`config.mk`:
```
export PLATFORM = sky130hd
export DESIGN_NAME = alarm_ctrl
export DESIGN_NICKNAME = d
export VERILOG_FILES = /design/src/rtl/alarm_ctrl_pkg.sv /design/src/rtl/alm_bcd_inc.sv /design/src/rtl/alarm_ctrl.sv
export SDC_FILE = /design/constraint.sdc
export NUM_CORES = 1
export LEC_CHECK = 0
export BUFFER_PORTS_ARGS = -buffer_cell sky130_fd_sc_hd__buf_2
export CORE_MARGIN = 2
export CORE_UTILIZATION = 54
export CTS_BUF_LIST = sky130_fd_sc_hd__clkbuf_8 sky130_fd_sc_hd__clkbuf_16
export CTS_CLUSTER_SIZE = 16
export DETAILED_ROUTE_END_ITERATION = 12
export PLACE_DENSITY = 0.79
export SYNTH_ARGS = -nofsm -noshare
export SYNTH_HDL_FRONTEND = slang
export SYNTH_SLANG_ARGS = --single-unit
```
`constraint.sdc`:
```
create_clock -name CLK -period 2.1 [get_ports CLK]
set_input_delay 0.525 -clock CLK [delete_from_list [all_inputs] [get_ports CLK]]
set_output_delay 0.525 -clock CLK [all_outputs]
set_load 0.005 [all_outputs]
```
`src/rtl/alarm_ctrl_pkg.sv`:
```
// Shared encodings and constants for the alarm scheduler.
package alarm_ctrl_pkg;

  // Ring sequencing states
  typedef enum logic [1:0] {
    RingWait,
    RingRing,
    RingSnooze
  } ring_st_e;

  // Alarm-time setting states
  typedef enum logic [1:0] {
    SetNormal,
    SetHour,
    SetMin
  } set_st_e;

  // BCD wrap limits (23 and 59)
  localparam int unsigned HourMaxTens  = 2;
  localparam int unsigned HourMaxUnits = 3;
  localparam int unsigned MinMaxTens   = 5;
  localparam int unsigned MinMaxUnits  = 9;

  // Alarm time after reset: 06:00
  localparam logic [1:0] RstAHourH = 2'd0;
  localparam logic [3:0] RstAHourL = 4'd6;
  localparam logic [2:0] RstAMinH  = 3'd0;
  localparam logic [3:0] RstAMinL  = 4'd0;

endpackage

```
`src/rtl/alm_bcd_inc.sv`:
```
// Two-digit BCD increment that wraps to 00 after LIMIT_TENS:LIMIT_UNITS.
module alm_bcd_inc #(
  parameter int unsigned TW          = 3,
  parameter int unsigned LIMIT_TENS  = 5,
  parameter int unsigned LIMIT_UNITS = 9
) (
  input  logic [TW-1:0] tens,
  input  logic [3:0]    units,
  output logic [TW-1:0] tens_nxt,
  output logic [3:0]    units_nxt
);

  // Wrap at the limit, carry from units into tens at 9
  always_comb begin
    tens_nxt  = tens;
    units_nxt = units;
    if (tens == TW'(LIMIT_TENS) && units == 4'(LIMIT_UNITS)) begin
      tens_nxt  = '0;
      units_nxt = 4'd0;
    end else if (units == 4'd9) begin
      tens_nxt  = tens + TW'(1);
      units_nxt = 4'd0;
    end else begin
      units_nxt = units + 4'd1;
    end
  end

endmodule

```
`src/rtl/alarm_ctrl.sv`:
```
// Alarm scheduler: alarm-time setting, match trigger, ring/snooze/stop sequencing.
// Optional build macro ALM_SNOOZE_LIMIT_EN caps snoozes at MAX_SNOOZE per ring episode.
module alarm_ctrl
  import alarm_ctrl_pkg::*;
#(
  parameter int unsigned RING_SEC   = 60,
  parameter int unsigned SNOOZE_SEC = 300,
  parameter int unsigned MAX_SNOOZE = 3
) (
  input  logic       CLK,
  input  logic       RST,
  input  logic       EN1HZ,
  input  logic       SIG2HZ,
  input  logic [1:0] HOURH,
  input  logic [3:0] HOURL,
  input  logic [2:0] MINH,
  input  logic [3:0] MINL,
  input  logic [2:0] SECH,
  input  logic [3:0] SECL,
  input  logic       SET,
  input  logic       ADJ,
  input  logic       SNZ,
  input  logic       ONOFF,
  output logic [1:0] AHOURH,
  output logic [3:0] AHOURL,
  output logic [2:0] AMINH,
  output logic [3:0] AMINL,
  output logic       AHOURON,
  output logic       AMINON,
  output logic       ALMEN,
  output logic       SETTING,
  output logic       RINGING,
  output logic       BEEP
);

  localparam logic [8:0] RingLoad   = 9'(RING_SEC);
  localparam logic [8:0] SnoozeLoad = 9'(SNOOZE_SEC);

  ring_st_e   ring_q;
  set_st_e    set_q;
  logic       almen_q;
  logic       match_q;
  logic       beep_q;
  logic [8:0] cnt_q;
  logic [1:0] ahh_q;
  logic [3:0] ahl_q;
  logic [2:0] amh_q;
  logic [3:0] aml_q;

  logic [1:0] hour_h_nxt;
  logic [3:0] hour_l_nxt;
  logic [2:0] min_h_nxt;
  logic [3:0] min_l_nxt;
  logic       match;
  logic       trig;

`ifdef ALM_SNOOZE_LIMIT_EN
  localparam logic [7:0] SnzMax = 8'(MAX_SNOOZE);
  logic [7:0] snz_cnt_q;
`else
  logic [31:0] unused_max_snooze;
  assign unused_max_snooze = MAX_SNOOZE;
`endif

  alm_bcd_inc #(
    .TW          (2),
    .LIMIT_TENS  (HourMaxTens),
    .LIMIT_UNITS (HourMaxUnits)
  ) u_hour_inc (
    .tens      (ahh_q),
    .units     (ahl_q),
    .tens_nxt  (hour_h_nxt),
    .units_nxt (hour_l_nxt)
  );

  alm_bcd_inc #(
    .TW          (3),
    .LIMIT_TENS  (MinMaxTens),
    .LIMIT_UNITS (MinMaxUnits)
  ) u_min_inc (
    .tens      (amh_q),
    .units     (aml_q),
    .tens_nxt  (min_h_nxt),
    .units_nxt (min_l_nxt)
  );

  assign match = ({HOURH, HOURL} == {ahh_q, ahl_q}) && ({MINH, MINL} == {amh_q, aml_q}) &&
                 (SECH == 3'd0) && (SECL == 4'd0);
  assign trig  = match & ~match_q & almen_q & (set_q == SetNormal);

  // Setting FSM and alarm-time registers; buttons belong to the ring FSM while it is active
  always_ff @(posedge CLK) begin
    if (RST) begin
      set_q <= SetNormal;
      ahh_q <= RstAHourH;
      ahl_q <= RstAHourL;
      amh_q <= RstAMinH;
      aml_q <= RstAMinL;
    end else if (ring_q == RingWait) begin
      unique case (set_q)
        SetNormal: if (SET) set_q <= SetHour;
        SetHour: begin
          if (SET) begin
            set_q <= SetMin;
          end else if (ADJ) begin
            ahh_q <= hour_h_nxt;
            ahl_q <= hour_l_nxt;
          end
        end
        SetMin: begin
          if (SET) begin
            set_q <= SetNormal;
          end else if (ADJ) begin
            amh_q <= min_h_nxt;
            aml_q <= min_l_nxt;
          end
        end
        default: set_q <= SetNormal;
      endcase
    end
  end

  // Alarm enable toggle and match edge history
  always_ff @(posedge CLK) begin
    if (RST) begin
      almen_q <= 1'b0;
      match_q <= 1'b0;
    end else begin
      if (ONOFF) almen_q <= ~almen_q;
      match_q <= match;
    end
  end

  // Ring FSM: disable > stop > snooze > counter expiry
  always_ff @(posedge CLK) begin
    if (RST) begin
      ring_q    <= RingWait;
      cnt_q     <= '0;
`ifdef ALM_SNOOZE_LIMIT_EN
      snz_cnt_q <= '0;
`endif
    end else if (ONOFF && almen_q) begin
      ring_q <= RingWait;
      cnt_q  <= '0;
    end else begin
      unique case (ring_q)
        RingWait: begin
`ifdef ALM_SNOOZE_LIMIT_EN
          snz_cnt_q <= '0;
`endif
          if (trig) begin
            ring_q <= RingRing;
            cnt_q  <= RingLoad;
          end
        end
        RingRing: begin
          if (ADJ || SET) begin
            ring_q <= RingWait;
            cnt_q  <= '0;
          end else if (SNZ) begin
`ifdef ALM_SNOOZE_LIMIT_EN
            if (snz_cnt_q == SnzMax) begin
              ring_q <= RingWait;
              cnt_q  <= '0;
            end else begin
              ring_q    <= RingSnooze;
              cnt_q     <= SnoozeLoad;
              snz_cnt_q <= snz_cnt_q + 8'd1;
            end
`else
            ring_q <= RingSnooze;
            cnt_q  <= SnoozeLoad;
`endif
          end else if (EN1HZ) begin
            if (cnt_q <= 9'd1) begin
              ring_q <= RingWait;
              cnt_q  <= '0;
            end else begin
              cnt_q <= cnt_q - 9'd1;
            end
          end
        end
        RingSnooze: begin
          if (ADJ || SET) begin
            ring_q <= RingWait;
            cnt_q  <= '0;
          end else if (EN1HZ) begin
            if (cnt_q <= 9'd1) begin
              ring_q <= RingRing;
              cnt_q  <= RingLoad;
            end else begin
              cnt_q <= cnt_q - 9'd1;
            end
          end
        end
        default: begin
          ring_q <= RingWait;
          cnt_q  <= '0;
        end
      endcase
    end
  end

  // Beeper gated by the 2 Hz wave while ringing
  always_ff @(posedge CLK) begin
    if (RST) beep_q <= 1'b0;
    else     beep_q <= (ring_q == RingRing) & SIG2HZ;
  end

  assign AHOURH  = ahh_q;
  assign AHOURL  = ahl_q;
  assign AMINH   = amh_q;
  assign AMINL   = aml_q;
  assign AHOURON = (set_q == SetHour) ? SIG2HZ : 1'b1;
  assign AMINON  = (set_q == SetMin) ? SIG2HZ : 1'b1;
  assign ALMEN   = almen_q;
  assign SETTING = (set_q != SetNormal);
  assign RINGING = (ring_q == RingRing);
  assign BEEP    = beep_q;

endmodule

```
==> results of run 1 <==
stage by stage:
stage               cell area [sq um]  std cells
finish                           2400        349
global placement                 2320        342
floorplan                        2010        245
detailed placement               2320        342
global route                     2400        349
CTS                              2400        349
power groups by stage:
stage	sequential, uW	combinational (uW)	clock, uW
2_1_floorplan	575	68.2	0
3_3_place_gp	576	120	0
3_5_place_dp	576	120	0
4_1_cts	564	121	469
5_1_grt	566	133	490
6_report	564	121	456
flip-flops by register name, summed over array words and instances (netlist names):
name / cells
cnt_q: 9
AHOURL: 4
AMINL: 4
AMINH: 3
AHOURH: 2
ring_q: 2
set_q: 2
ALMEN: 1
BEEP: 1
match_q: 1
cell usage in the layout (no fill, tap or decap), types with 3 or more instances in the layout:
| cell type | Yosys | layout |
|---|---|---|
| a21oi_1 | 14 | 14 |
| dfxtp_1 | 29 | 29 |
| o41ai_1 | 3 | 3 |
| ha_1 | 6 | 6 |
| nand2_1 | 23 | 23 |
| nand3_1 | 4 | 4 |
| buf_4 | 1 | 12 |
| nand4_1 | 5 | 5 |
| mux2i_1 | 4 | 4 |
| nand2b_1 | 4 | 4 |
| xor2_1 | 12 | 12 |
| a211o_1 | 3 | 3 |
| nor3_1 | 12 | 12 |
| a21o_1 | 5 | 5 |
| or3_1 | 3 | 3 |
| o21ai_0 | 11 | 11 |
| inv_1 | 10 | 11 |
| nor4_1 | 5 | 5 |
| or2_2 | 3 | 3 |
| nor2b_1 | 5 | 5 |
| nor2_1 | 20 | 20 |
| a211oi_1 | 3 | 3 |
| clkbuf_8 | 2 | 6 |
| xnor2_1 | 7 | 7 |
| buf_2 | 2 | 46 |
worst register-to-register path, cell delays in order (launching register included):
cell      delay [ns]
dfxtp_1         0.35
inv_1           0.09
ha_1            0.19
or4b_1          0.58
o211ai_1        0.22
nand2_1         0.07
o211ai_1        0.21
mux2i_1         0.10
layer usage:
metal	up-vias	wire [um]
met5	-	0
met2	80	2420
li1	1012	-
met3	10	320
met4	0	74
met1	948	2140
worst max path at each step:
stage | from | end | slack, ns | cells after the start
finish | cnt_q[1]$_SDFFE_PP0P_ | cnt_q[8]$_SDFFE_PP0P_ | 0.15 | 7
global route | cnt_q[1]$_SDFFE_PP0P_ | cnt_q[8]$_SDFFE_PP0P_ | 0.08 | 7
CTS | cnt_q[1]$_SDFFE_PP0P_ | cnt_q[8]$_SDFFE_PP0P_ | 0.17 | 7
detailed placement | HOURH[1] | cnt_q[2]$_SDFFE_PP0P_ | 0.08 | 6
global placement | HOURH[1] | cnt_q[2]$_SDFFE_PP0P_ | 0.13 | 6
floorplan | HOURH[1] | cnt_q[2]$_SDFFE_PP0P_ | 0.26 | 6
cell families (layout without fill, tap and decap cells):
logic type / Yosys count / in the layout / synth area share [%]
compound gates: 60 / 60 / 20.8
xor+xnor: 19 / 19 / 8.30
fa+ha+maj: 6 / 6 / 3.74
buf+inv: 19 / 75 / 5.24
flops: 29 / 29 / 28.9
mux: 4 / 4 / 2.00
simple gates: 108 / 108 / 31.0
cells in the mapped netlist (all sizes together) (5+ instances only):
cell type	instances	area, sq um
nor3	14	86.3
dfxtp	29	581
ha	6	75.1
o21ai	12	60.1
nand4	5	31.3
a21o	5	37.5
inv	10	37.5
or3	5	37.5
clkbuf	5	38.8
nor2b	5	31.3
xor2	12	105
nor2	21	81.3
a21oi	14	70.1
nand2	23	86.3
xnor2	7	61.3
nor4	7	56.3
final cells by class:
type,count,area (sq um)
repair buffers,58,320
multi-input cells,197,1320
flip-flops and latches,29,581
fillers,318,1200
clock inverters,1,3.75
well taps,48,60.1
clock buffers,6,82.6
inverters,10,37.5
==> results.md, run 1 <==
- Status: completed
- DR pass1 iterations: 4
- Die height: 64.9 um
- R2R setup slack: between 0.15 and 0.2 ns
- Max Slew Vio Count: 0
- Worst Skew: approximately 0.0093 ns
- Pwr Density: 474 nW/um^2
- Final TNS setup: 0 ns
- Setup crit start kind: flip-flop
- Global Route Usage Sum: between 20% and 30%
- Number of global-route vias before repair: 1905
- Met1 GRT Util: a little under a third
- Hold Fails Final Rpt: 0
- Crit path capture type: flip-flop
- Highest clock rate: slightly above 500 MHz
- CP peak stage delay: between 0.5 and 0.6 ns
- Critical Path, Cell by Cell: inv_1, ha_1, or4b_1, o211ai_1, nand2_1, o211ai_1, mux2i_1
- Synth-to-Final Area Change: 19.9%
- R2R depth: 7
- Fin Hold WS: 0.484 ns
- Hold buffers post-CTS: 0
- Pwr Total: approximately 1100 uW
- Post-CTS Repair Setup Buffers: 0
- Utilization after layout: 66.7%
- Sequential share of power: roughly 50%
- Worst skew pair latency: between 0.2 and 0.3 ns
- Worst-margin pin slew: approximately 0.42 ns
- CP most frequent cell: o211ai_1
- GRT overflow: 0
- Switching power: roughly 270 uW
- Post-synth EDFFs: 0
- Layout cell share with drive strength beyond 1: about a quarter
- Core Rows: 22
- DP Worst Slack: roughly 0.08 ns
- Post-CTS Resized: 0
- Slew HR: between 70% and 80%
- Largest net degree at the start of global routing: 21
- Die width: ~65 um
- Clk sinks: 29
- WP data required: between 2 and 2.5 ns
- Initial DRC Count: 272
- Slowest cell on crit path: or4b_1
- Max VDD drop: 325 uV
- # nets final: 335
- Root buffer cell: clkbuf_8
- WHS Path Cells: 2
- YS warnings: 0
- Hold path start: cnt_q[7]$_SDFFE_PP0P_
- Synth Flop Type: dfxtp_1
- Met3 Use GR: 5.03%
- CP max FO: 6
- Antenna violations before repair: 0
- CTS H-tree depth: 2
- Antenna cells: 0
- Seq cells post-synth: 29
- Number of port buffers: 46
- Max Root-Sink Buffers: 2
- Initial Util: a little under three fifths
- Number of I/O pins: 47
- Comb pwr share: between 10% and 20%
- Min-Delay Endpoint: cnt_q[7]$_SDFFE_PP0P_
- Clock group share of total power: about two fifths
- Final Cycle Share: around 93%
- First-pass GRT wire length: roughly 8300 um
- Vias per inst: around 5.9
- Leakage power: around 0.0011 uW
- Routing usage on met2: between 40% and 50%
- Hpwl dp: approximately 3800 um
- Final worst path period need: around 2 ns
- CP arrival: between 2 and 2.5 ns
- R2r startpoint: cnt_q[1]$_SDFFE_PP0P_
- Worst Setup Path Type: reg -> reg
- WP buf/inv: 1
- Post-Syn Area: about 2000 sq um
- Post-Synthesis Cells: ~250
- Final wirelength: 4950 um
- Num CTS Buffers: 5
- # DRC: 0
- CTS tree: yes
- Number of max-cap violations: 0
- Sw Share: between 20% and 30%
- Die ar.: 4220 sq um
- Post-route antenna net violation count: 0
- Vias: around 2100
- Core area: between 3000 and 4000 sq um
- Pint: 869 uW
- Reg2reg end: cnt_q[8]$_SDFFE_PP0P_
- Distinct cells, synth: 63
- Sequential share of the synthesized area: just under 30%
- CP delay by family, top: simple AND/OR/NAND/NOR gates
- Synthesized Nets: between 200 and 300
- Hold WC Path Type: reg -> reg
- Final GP Congestion: around 0.95
- Drt wl/cell: about 14 um
- Endpoints failing setup: 0
- Syn Area/Cell: ~8.2 sq um
- RSZ-0062 raised after global routing: false
- Gr busiest metal: met2
- Clk pin slew, worst setup/hold paths: roughly 0.06 ns
- Setup slack after layout: between 0.15 and 0.2 ns
- Fraction of registers with async set/reset: 0%
Note: power is estimated with default switching activity, not from simulation.
==> run 2, diff against run 1 <==
CORE_UTILIZATION = 49   (was 54)
PLACE_DENSITY = 0.76   (was 0.79)
clock period = 1.6 ns   (was 2.1 ns; I/O delays follow)
==> results.md, run 2 (synthesis results as in run 1) <==
- Root buffer cell: clkbuf_8
- Drt wl/cell: between 15 and 20 um
- Failing checks: negative setup slack
- Slew HR: about 64%
- Die width: between 60 and 70 um
- Biggest register: cnt_q
- Met1 GRT Util: between 30% and 40%
- Hold Fails Final Rpt: 0
- Pwr Density: between 500 and 600 nW/um^2
- Antenna violations before repair: 0
- First-pass GRT wire length: about 9400 um
- Vias per inst: about 5.7
- Met3 Use GR: under 10%
- Core area: between 3000 and 4000 sq um
- Final Cycle Share: 113%
- Initial DRC Count: 139
- Number of I/O pins: 47
- Most frequent cells in the layout: buf_4 (54), buf_2 (44), dfxtp_1 (23), nand2_1 (21), nor2_1 (18)
- Clk pin slew, worst setup/hold paths: about 0.060 ns
- WP data required: around 1.8 ns
- Worst skew pair latency: between 0.2 and 0.3 ns
- Largest net degree at the start of global routing: 19
- Fill cells: between 200 and 300
- Worst Setup Path Type: reg -> reg
- Number of max-cap violations: 0
- CTS H-tree depth: 2
- Status: complete, but fails checks
- Initial Util: between 50% and 60%
- DR pass1 iterations: 4
- GRT overflow: 0
- Pwr Total: 1520 uW
- Gr busiest metal: met2
- Worst Skew: 0.00267 ns
- Max VDD drop: between 600 and 700 uV
- Setup slack after layout: -0.208 ns
- Worst-margin pin slew: approximately 0.54 ns
- FF/Latch Area: approximately 600 sq um
- Synth-to-Final Area Change: 49.7%
- Post-route antenna net violation count: 0
- Hold buffers post-CTS: 0
- CP arrival: around 2 ns
- Hpwl dp: approximately 4500 um
- Final worst path period need: about 1.8 ns
- Leakage power: 0.00141 uW
- Hold WC Path Type: in -> reg
- Global Route Usage Sum: a little over a quarter
- RSZ-0062 raised after global routing: true
- # nets final: 385
- Most common cell after layout, fill and taps aside: buf_4
- Die ar.: approximately 4600 sq um
- Number of global-route vias before repair: between 2000 and 2500
- Vias: between 2000 and 2500
- Die height: roughly 68 um
- Final GP Congestion: ~0.95
- Final wirelength: ~6200 um
- Max reg flops: 9
- Highest clock rate: between 500 and 600 MHz
- Num CTS Buffers: 5
- Setup crit start kind: flip-flop
- # DRC: 0
- Clk sinks: 29
- CP max FO: 5
- Routing usage on met2: between 40% and 50%
- Max Root-Sink Buffers: 2
- Final TNS setup: -1.64 ns
- Crit path capture type: flip-flop
- CTS tree: yes
- Core Rows: 23
- Antenna cells: 0
- WHS Path Cells: 3
- Endpoints failing setup: 14
- Max Slew Vio Count: 0
- Number of port buffers: 46
- R2R depth: 6
- Layout cell share with drive strength beyond 1: 46.0%
- Multi-input gate area in the final layout: 1490 sq um
## run 2: cell count changes in the layout (fill, tap and decap cells not counted), sizes merged
cell	before	now
buf	58	108
inv	11	13
clkbuf	6	5
## run 2: timing repair
action	in CTS	in global routing
pin swaps	12	15
setup endpoints to repair	16	20
gates resized for setup	27	27
setup buffers	4	1
endpoints found under the hold margin	0	0
## run 2: final timing paths
| check | startpoint | endpoint | slack, ns |
|---|---|---|---|
| worst max-delay path | cnt_q[8]$_SDFFE_PP0P_ | cnt_q[7]$_SDFFE_PP0P_ | -0.21 |
| worst min-delay path | ONOFF | ALMEN$_SDFFE_PP0P_ | 0.39 |
| worst max register to register | cnt_q[8]$_SDFFE_PP0P_ | cnt_q[7]$_SDFFE_PP0P_ | -0.21 |
| worst min register to register | cnt_q[7]$_SDFFE_PP0P_ | cnt_q[7]$_SDFFE_PP0P_ | 0.48 |
## run 2: final cells by class
class | count | share of cell area, %
multi-input combinational | 197 | 49.7
timing repair buffer | 108 | 24.6
sequential | 29 | 19.7
clock buffer | 5 | 2.29
tap | 50 | 2.08
inverter | 10 | 1.33
clock inverter | 3 | 0.375
## run 2: metrics by stage
stage / std cells / cell area [sq um] / util [%] / setup slack [ns] / hold slack, ns
after detailed placement: 390 / 2700 / 67.9 / -0.262 / 0.481
after floorplan: 245 / 2040 / - / -0.0855 / 0.443
final: 402 / 3000 / 75.6 / -0.208 / 0.395
after global routing: 402 / 3000 / 75.6 / -0.256 / 0.424
after global placement: 390 / 2700 / 67.9 / -0.213 / 0.462
after CTS: 401 / 2910 / 73.3 / -0.185 / 0.393
## run 2: per-layer routing
layer | routed length, um | up-vias
met2 | 3060 | 108
li1 | - | 1120
met1 | 2550 | 1059
met3 | 448 | 16
met4 | 125 | 0
met5 | 0 | -
## run 2: power breakdown
| group | internal, uW | total, uW | leakage (uW) | switching [uW] |
|---|---|---|---|---|
| sequential | 729 | 735 | 0.000237 | 5.99 |
| combinational | 116 | 225 | 0.00112 | 109 |
| clock | 289 | 557 | 0.0000519 | 268 |
| total | 1130 | 1520 | 0.00141 | 383 |
## run 2: critical path, stage by stage, from the launching register on
cell and delay, ns:
dfxtp_2 0.32, or4_4 0.59, nor3_4 0.27, buf_6 0.17, o41ai_1 0.08, a21oi_1 0.18
o21ai_1 0.09
==> run 3, diff against run 2 <==
--- a/config.mk
+++ b/config.mk
@@ -7,4 +7,6 @@
 export LEC_CHECK = 0
 export BUFFER_PORTS_ARGS = -buffer_cell sky130_fd_sc_hd__buf_2
+export CAP_MARGIN = 10
+export CORE_ASPECT_RATIO = 0.8
 export CORE_MARGIN = 2
 export CORE_UTILIZATION = 49
==> constraint.sdc (replaced) <==
create_clock -name CLK -period 1.6 [get_ports CLK]
set_input_delay 0.4 -clock CLK [delete_from_list [all_inputs] [get_ports CLK]]
set_output_delay 0.4 -clock CLK [all_outputs]
set_load 0.02 [all_outputs]
==> results.md, run 3 (synthesis results as in run 1) <==
- WL met1: approximately 3200 um
- R2r startpoint: cnt_q[5]$_SDFFE_PP0P_
- Number of port buffers: 46
- Hold path start: ONOFF
- Critical Path, Cell by Cell: or4_4, nor3_4, buf_6, buf_6, o41ai_2, a21oi_1, o21ai_1
- # nets final: around 390
- Multi-input gate area in the final layout: 1560 sq um
- Antenna cells: 0
- Root buffer cell: clkbuf_8
- Vias per inst: approximately 6.4
- CTS tree: yes
- R2R depth: 7
- Worst Setup Path Type: reg -> reg
- Hold Fails Final Rpt: 0
- CP peak stage delay: about 0.6 ns
- Hold WC Path Type: in -> reg
- Die ar.: ~4600 sq um
- Min-Delay Endpoint: ALMEN$_SDFFE_PP0P_
- Crit path capture type: flip-flop
- FF/Latch Area: roughly 610 sq um
- RSZ-0062 raised after global routing: true
- Highest clock rate: between 500 and 600 MHz
- DR pass1 iterations: 6
- Slew HR: between 60 and 70%
- Hpwl dp: 4480 um
- Clk pin slew, worst setup/hold paths: 0.07 ns
- Met3 wire len: 872 um
- Vias: approximately 2600
- Die height: roughly 61 um
- Pwr Density: about 550 nW/um^2
- Max Root-Sink Buffers: 2
- GRT overflow: 0
- Max reg flops: 9
- Setup crit start kind: flip-flop
- Worst skew pair latency: 0.30 ns
- Fin Hold WS: ~0.38 ns
- Hold buffers post-CTS: 0
- Reg2reg end: cnt_q[6]$_SDFFE_PP0P_
- Clk sinks: 29
- Most common cell after layout, fill and taps aside: buf_4
- Most frequent cells in the layout: buf_4 (51), buf_2 (42), nand2_1 (21), nor2_1 (19), dfxtp_2 (17)
- Post-route antenna net violation count: 0
- Layout cell share with drive strength beyond 1: a little over half
- Dpl cell area: between 2000 and 3000 sq um
- Biggest register: cnt_q
- Max VDD drop: approximately 530 uV
- Final GP Congestion: approximately 0.97
- Max layer used: met4
- Core Rows: 20
- Initial Util: between 50 and 60%
- Met2 Wirelength: roughly 3700 um
- Largest net degree at the start of global routing: 15
- Worst-margin pin slew: 0.559 ns
- Max Slew Vio Count: 0
- CP most frequent cell: buf_6
- WP data required: 1.79 ns
- Drt wl/cell: slightly below 20 um
- Endpoints failing setup: 16
- Worst Skew: 0.00526 ns
- Core area: 3850 sq um
- Setup slack after layout: -0.222 ns
- Status: complete, but fails checks
- Number of global-route vias before repair: approximately 2200
- Slowest cell on crit path: or4_4
- Global Route Usage Sum: around 31%
- Utilization after layout: about four fifths
- Leakage power: 0.00142 uW
- Fill cells: about 230
- # DRC: 0
- Failing checks: negative setup slack
- Final wirelength: between 8000 and 9000 um
- WHS Path Cells: 3
- First-pass GRT wire length: 10500 um
- Final Instance Area: between 3000 and 4000 sq um
- Number of max-cap violations: 0
- Initial DRC Count: 308
- Num CTS Buffers: 5
- CP arrival: 2.01 ns
- R2R setup slack: -0.22 ns
- CTS H-tree depth: 2
- CP max FO: 4
- Final Cycle Share: 114%
- Final worst path period need: 1.82 ns
- Antenna violations before repair: 0
- Die width: roughly 76 um
- Number of I/O pins: between 40 and 50
- Synth-to-Final Area Change: 56.5%
[run 3: cell count changes in the layout (fill, tap and decap cells not counted), moves of 3 or more]
| cell | change |
|---|---|
| dfxtp_1 | -12 |
| buf_4 | -3 |
| buf_6 | +5 |
| inv_1 | -3 |
| dfxtp_2 | +12 |
[run 3: final cells by class]
type                       instances  area share (%)
timing repair buffer             108            24.3
clock buffer                       7            3.07
inverter                          10            1.20
sequential                        29            19.3
clock inverter                     1           0.159
multi-input combinational        197            49.8
tap                               55            2.19
[run 3: repair_timing]
item / 4_1_cts / 5_1_grt
pin swaps: 18 / 22
setup buffers: 4 / 7
resized for setup: 36 / 41
hold endpoints to repair: 0 / 0
endpoints found under the setup margin: 19 / 23
[run 3: critical path, delay by kind of cell (launching register included)]
family                 cells  cell delay (ns)
AO/OA/AOI/OAI              3             0.37
buffers and inverters      2             0.24
flip-flops                 1             0.32
AND/OR/NAND/NOR            2             0.77
[run 3: how the worst max path moves through the flow]
stage	startpoint	slack, ns	depth (start not counted)	to
floorplan	HOURL[0]	-0.08	6	cnt_q[2]$_SDFFE_PP0P_
global placement	HOURL[0]	-0.23	6	cnt_q[2]$_SDFFE_PP0P_
detailed placement	MINL[0]	-0.26	6	cnt_q[2]$_SDFFE_PP0P_
CTS	cnt_q[8]$_SDFFE_PP0P_	-0.16	7	ring_q[1]$_SDFFE_PP0P_
global route	AHOURL[0]$_SDFFE_PP0P_	-0.32	5	cnt_q[2]$_SDFFE_PP0P_
finish	cnt_q[5]$_SDFFE_PP0P_	-0.22	7	cnt_q[6]$_SDFFE_PP0P_
[run 3: power breakdown]
part           switching, uW  internal, uW
sequential              7.09           728
clock                    331           389
combinational            139           132
[run 3: metrics by stage]
stage / TNS, ns / total power, uW / instances / worst slack (ns)
after CTS: -1.65 / 1680 / 401 / -0.161
after floorplan: -0.266 / 858 / 245 / -0.0752
after global placement: -2.12 / 951 / 390 / -0.233
after detailed placement: -2.48 / 955 / 390 / -0.261
after global routing: -3.23 / 1770 / 407 / -0.319
final: -2.01 / 1730 / 407 / -0.222
[run 3: metal layers]
metal  track usage [%]  up-vias
met1              41.8     1218
met2              46.7      208
met4              12.3        0
met5                 0        -
li1                  -     1116
met3              8.67       44
